### config.mk
export PLATFORM = sky130hd
export DESIGN_NAME = pc_sequencer
export DESIGN_NICKNAME = d
export VERILOG_FILES = /design/src/rtl/pc_sequencer.sv
export SDC_FILE = /design/constraint.sdc
export NUM_CORES = 1
export LEC_CHECK = 0
export CAP_MARGIN = 20
export CORE_UTILIZATION = 35
export CTS_CLUSTER_DIAMETER = 100
export CTS_CLUSTER_SIZE = 16
export DETAILED_ROUTE_END_ITERATION = 6
export GPL_TIMING_DRIVEN = 0
export PLACE_DENSITY = 0.72
export SLEW_MARGIN = 20
export SYNTH_ARGS = -nofsm -noshare
export SYNTH_HDL_FRONTEND = slang
export SYNTH_SLANG_ARGS = --single-unit
### constraint.sdc
create_clock -name clk -period 2.13 [get_ports clk]
set_input_delay 0.3195 -clock clk [delete_from_list [all_inputs] [get_ports clk]]
set_output_delay 0.3195 -clock clk [all_outputs]
set_load 0.05 [all_outputs]
### src/rtl/pc_sequencer.sv
// Program counter sequencer: holds the core in a boot delay after reset, then
// fetches sequentially or redirects on trap, trap return, jump or branch, and
// parks in HALT on request until the next reset.
module pc_sequencer #(
  parameter logic [31:0] RESET_VECTOR = 32'h0000_0000,
  parameter logic [31:0] TRAP_VECTOR  = 32'h0000_0100,
  parameter int unsigned BOOT_DELAY   = 2
) (
  input  logic        clk,
  input  logic        rst,
  input  logic        imem_ready,
  input  logic        branch_taken,
  input  logic [31:0] branch_target,
  input  logic        jump,
  input  logic [31:0] jump_target,
  input  logic        trap_req,
  input  logic        mret,
  input  logic [31:0] mepc_in,
  input  logic        halt_req,
  output logic [31:0] pc,
  output logic        imem_req,
  output logic        retire,
  output logic [31:0] epc_out,
  output logic        misalign_trap,
  output logic [1:0]  state
);

  typedef enum logic [1:0] {
    StBoot  = 2'b00,
    StFetch = 2'b01,
    StHalt  = 2'b10,
    StBad   = 2'b11
  } state_e;

  localparam logic [3:0] BootLast = 4'(BOOT_DELAY);

  state_e      state_q;
  logic [31:0] pc_q;
  logic [31:0] epc_q;
  logic        misalign_q;
  logic [3:0]  boot_cnt_q;

  logic [31:0] pc_plus4;
  logic [31:0] redirect_pc;
  logic        redirect_chk;
  logic        misaligned;

  assign pc_plus4 = pc_q + 32'd4;

  // Non-trap next-PC select; only redirect targets are alignment-checked.
  always_comb begin
    redirect_pc  = pc_plus4;
    redirect_chk = 1'b0;
    if (mret) begin
      redirect_pc  = mepc_in;
      redirect_chk = 1'b1;
    end else if (jump) begin
      redirect_pc  = jump_target;
      redirect_chk = 1'b1;
    end else if (branch_taken) begin
      redirect_pc  = branch_target;
      redirect_chk = 1'b1;
    end
    misaligned = redirect_chk & (redirect_pc[1:0] != 2'b00);
  end

  // Sequencer FSM with PC, EPC and misalignment pulse registers.
  always_ff @(posedge clk or negedge rst) begin
    if (!rst) begin
      state_q    <= StBoot;
      pc_q       <= RESET_VECTOR;
      epc_q      <= 32'h0;
      misalign_q <= 1'b0;
      boot_cnt_q <= 4'h0;
    end else begin
      misalign_q <= 1'b0;
      case (state_q)
        StBoot: begin
          pc_q       <= RESET_VECTOR;
          boot_cnt_q <= boot_cnt_q + 4'd1;
          if (boot_cnt_q == BootLast) begin
            state_q <= StFetch;
          end
        end
        StFetch: begin
          // Without an acknowledge the PC holds and all redirects are ignored.
          if (imem_ready) begin
            if (trap_req) begin
              pc_q  <= TRAP_VECTOR;
              epc_q <= pc_q;
            end else if (misaligned) begin
              pc_q       <= TRAP_VECTOR;
              epc_q      <= pc_q;
              misalign_q <= 1'b1;
            end else begin
              pc_q <= redirect_pc;
            end
            if (halt_req) begin
              state_q <= StHalt;
            end
          end
        end
        StHalt: begin
          state_q <= StHalt;
        end
        default: begin
          state_q    <= StBoot;
          pc_q       <= RESET_VECTOR;
          boot_cnt_q <= 4'h0;
        end
      endcase
    end
  end

  assign pc            = pc_q;
  assign epc_out       = epc_q;
  assign misalign_trap = misalign_q;
  assign state         = state_q;
  assign imem_req      = (state_q == StFetch);
  assign retire        = imem_req & imem_ready;

endmodule

### Word level (Yosys, flattened, before mapping)

Index checks and enable logic that the tools add are counted.

* $add $sub $neg: 2
* equal/unequal tests: 6
* muxes and demuxes: 21
* bitwise gates (word level): 3
* reductions and logical operators: 7

Operators with widths (number)
* two-way mux 32 bit: 8
* case mux 32 bit (2 select lines): 1
* adder 32 x 3 -> 32 bit (second input constant): 1
* case mux 4 bit (2 select lines): 1
* two-way mux 1 bit: 7
* two-way mux 2 bit: 3
* inequality test 2 bit (second input constant): 3
* case mux 2 bit (3 select lines): 1
* AND reduction 3 bit: 2
* adder 4 x 1 -> 4 bit (second input constant): 1
* == test 4 x 2 -> 1 bit (second input constant): 1
* nonzero test 2 bit: 2
* AND 1 bit: 2
* == test 2 x 1 -> 1 bit (second input constant): 1
* == test 2 bit (second input constant): 1
* logical NOT 2 bit: 1
* AND reduction 2 bit: 1
* OR reduction 2 bit: 1
* inverter 1 bit: 1

* register bits after elaboration: 71
* bits of input ports: 104
* output and inout port bits: 69
* logic and storage cells: 44

### Longest topological paths before layout

* depth after elaboration: 10
* depth in mapped cells: 9
* gate-level depth less buffers: 7

### Worst setup path before layout

Ideal clock, no wire load.

* kind: reg2reg
* from: register state_q[0] (netlist: state[0])
* to: register epc_q[5] (netlist: epc_out[5])
* setup time: 0.125 ns
* arrival time: 2.511 ns
* required time: 2.005 ns
* setup slack: -0.506 ns
* cell stages (with the launch flop): 7
* buffers on the path: 1
* clock period less this slack: 2.636 ns
* cells stage by stage: dfrtp_1 > ha_1 > nand2_1 > inv_1 > o21ai_4 > buf_12 > mux2_4

* longest elaborated chain between the ends: 2

Ends and longest elaborated chain
* start: declaration: line 37 `state_e state_q;`
* start signal: assignment: line 70 `state_q <= StBoot;`
* start signal: assignment: line 82 `state_q <= StFetch;`
* start signal: assignment: line 99 `state_q <= StHalt;`
* == test 2 x 1 -> 1 bit
* via imem_req: line 21 `output logic imem_req,`
* AND reduction 3 bit (no source line)
* end signal: assignment: line 90 `epc_q <= pc_q;`
* end signal: assignment: line 93 `epc_q <= pc_q;`
* end: declaration: line 39 `logic [31:0] epc_q;`

The timed path passes the listed nets, and every way through them passes these cells.
A chain may end at the register's enable or synchronous reset.

### Worst setup path in the final report

* from: register pc_q[5] (netlist: pc[5])
* to: output pc[5]

RTL lines
* start: declaration: line 38 `logic [31:0] pc_q;`
* start signal: assignment: line 96 `pc_q <= redirect_pc;`
* end: declaration: line 20 `output logic [31:0] pc,`

No word-level cell between the ends.

==> metrics.csv <==
stage,metric,value,unit
status,outcome,"finished, final reports clean",
drt,Pre-antenna DRT Iters,5,
cts,Clock Latency Late Sink,0.34,ns
synthesis,synth top area cells,"dfrtp_1 (39%), mux2_4 (9.8%), nand2_1 (5.1%)",
global_route,final global-route overflow total,0,
flow_run,max_cap viols,0,
drt,drt wl/cell,19.7,um
drt,DRC violations left,0,
floorplan,num rows,41,
place,gpl congestion,0.927,
global_route,initial antenna violation count,0,
sta,Fin Clk Skew,0.00584,ns
drt,post-route ant nets,0,
pwr,VDD IR max,0.469,mV
worst_setup_path,Worst Setup End Kind,output pin,
floorplan,Core ar.,0.0127,sq mm
sta,final setup margin,0.0349,ns
drt,vias per cell,5.65,
cts,"Reg clk slew, reported paths",0.06,ns
synthesis,syn avg cell area,9.32,sq um
synthesis,Yosys top cell area share,0.385,
worst_setup_path,max incr delay on CP,0.88,ns
floorplan,Starting Density,0.363,
global_route,first-pass GRT wire length,25.8,mm
synthesis,sequential cell area fraction in the yosys report,0.385,
place,PortBufs,170,
floorplan,I/O pin count,173,
global_route,largest net degree at the start of global routing,48,
synthesis,Post-Synthesis Cells,495,
sta,Final min period,2.10,ns
sta,Fmax achieved,477,MHz
synthesis,Cell variety after synth,59,
sta,Worst-Margin Slew,0.643,ns
layout,nets,790,
cts,root buf cell,clkbuf_16,
cts,maximum clock path buffer count,2,
worst_setup_path,worst path cell trace,clkdlybuf4s50_1,
worst_setup_path,buffers and inverters on the worst path,1,
place,Setup WS pre-CTS,-0.852,ns
synthesis,Synth Flop Type,dfrtp_1,
sta,Hold Slack,0.442,ns
floorplan,die area,0.0136,sq mm
layout,P&R area growth vs syn,54.2,%
synthesis,syn_nets,605,
min_path,worst min path class,primary input to async pin,
sta,RSZ-0062 raised after global routing,false,
sta,"Setup violations, final",0,
synthesis,cell accounting for the most synthesized area,dfrtp_1,
worst_setup_path,CP max FO,8,
worst_setup_path,WP data required,1.81,ns
floorplan,Die X,117,um
sta,fin. max-slew vios,0,
place,HPWL Detailed,12.8,mm
pwr,Static Leakage,3.00,nW
worst_setup_path,Slowest cell on crit path,clkdlybuf4s50_1,
worst_setup_path,"CP delay by family, top",buffers and inverters,
drt,via count,4841,
pwr,pwr/cell area,720,mW/mm^2
layout,most frequent cells in the layout,"clkdlybuf4s50_1 (166), dfrtp_1 (63), nand2_1 (62), mux2_4 (30), o21ai_0 (30)",
worst_setup_path,Setup CP Type,flip-flop to output pin,
synthesis,Seq cells post-synth,71,
sta,Slew HR,0.572,
layout,share of layout cells above drive strength 1,0.169,
sta,final hold vios,0,
cts,clk sinks,71,
global_route,Total Routing Usage GR,0.256,
synthesis,Post-Syn Area,0.00461,sq mm
drt,final WL,16.9,mm
sta,period utilization,0.984,
layout,"commonest non-fill, non-tap cell in the layout",clkdlybuf4s50_1,
synthesis,Post-synth EDFFs,0,
layout,diode count,0,
layout,Fillers,1155,
synthesis,fraction of registers with async set/reset,1.00,
synthesis,Ys Warns,0,
floorplan,die height,117,um
cts,Num CTS Buffers,9,
worst_setup_path,Startpoint Class,flip-flop,
global_route,vias in the first global route,4852,
cts,CTS tree,done,
drt,Starting DRT DRC Count,389,
worst_setup_path,WP data arrival,1.78,ns
cts,H-tree levels,3,
-- synth_stat cells, drive strengths merged, types with 8 or more instances --
library cell	instances
dfrtp	71
nand2	63
o21ai	34
mux2	32
clkbuf	23
nand3	21
a21oi	19
inv	19
nor2	18
nand4	17
o22ai	15
buf	14
a22o	10
a31oi	10
o211ai	9
o221ai	9
and3	8
mux2i	8
nand2b	8
nor3	8
-- timing repair --
item                                   in CTS  in global routing
gates resized for setup                    19                 36
gates cloned                                0                  0
pin swaps                                   2                  4
setup endpoints to repair                  67                 59
setup buffers                               3                  3
endpoints found under the hold margin      24                  0
hold buffers                                1                  0
-- worst paths after layout --
check,startpoint,to,slack [ns],depth (start not counted)
hold reg to reg,epc_out[19],epc_out[19],0.49,1
setup / recovery,pc[5],pc[5],0.03,1
min in group clk,epc_out[19],epc_out[19],0.49,1
max in group asynchronous,rst,pc[9],1.12,3
hold / removal,rst,epc_out[26],0.44,2
setup reg to reg,pc[2],pc[22],0.06,6
-- final cells by class --
cell class,count,area (sq um),area share
Timing Repair Buffer,178,1790,0.251
Tap cell,172,215,0.0303
Clock inverter,3,40.0,0.00563
Sequential cell,71,1790,0.251
Multi-Input combinational cell,368,2720,0.382
Inverter,19,75.1,0.0106
Clock buffer,13,270,0.0380
Buffer,33,221,0.0311
-- state kept, by name (all words and copies together), names as in the netlist --
register / flops
boot_cnt_q: 4
epc_out: 32
misalign_trap: 1
pc: 32
state: 2
-- per-stage QoR --
step | std cells | util | cell area [sq um] | total power [W] | setup TNS [ns]
3_3_place_gp | 837 | 0.515 | 6560 | 0.00345 | -174.05
4_1_cts | 856 | 0.548 | 6980 | 0.00510 | 0
2_1_floorplan | 495 | - | 4640 | 0.00277 | 0
5_1_grt | 857 | 0.559 | 7110 | 0.00533 | 0
3_5_place_dp | 838 | 0.517 | 6580 | 0.00349 | -45.32
6_report | 857 | 0.559 | 7110 | 0.00512 | 0
-- logic make-up (layout without fill, tap and decap cells) --
logic type                 after synthesis  in the layout  synth area share
muxes                                   40             40             0.120
AOI/OAI and AO/OA                      146            146             0.222
xor gates and xnor gates                 4              4           0.00759
DFF                                     71             71             0.385
and+or+nand+nor                        172            172             0.188
buffers and inverters                   56            246            0.0616
adders and majority gates                6              6            0.0163
-- metal layers --
metal / up-vias / routed length [um] / share of wire / global-route usage
met5: - / 0 / 0 / 0
met4: 0 / 449 / 0.027 / 0.129
met3: 33 / 1220 / 0.072 / 0.0556
met2: 232 / 8080 / 0.48 / 0.414
met1: 2343 / 7140 / 0.42 / 0.324
li1: 2233 / - / - / -
-- power by group --
part           switching, W  total, W  internal [W]  leakage [nW]
clock              0.000575   0.00157      0.000999         0.156
combinational       0.00115   0.00194      0.000792          1.87
sequential         0.000133   0.00161       0.00147         0.973
total               0.00186   0.00512       0.00326          3.00
No activity file was read; power rests on OpenSTA's default activity.
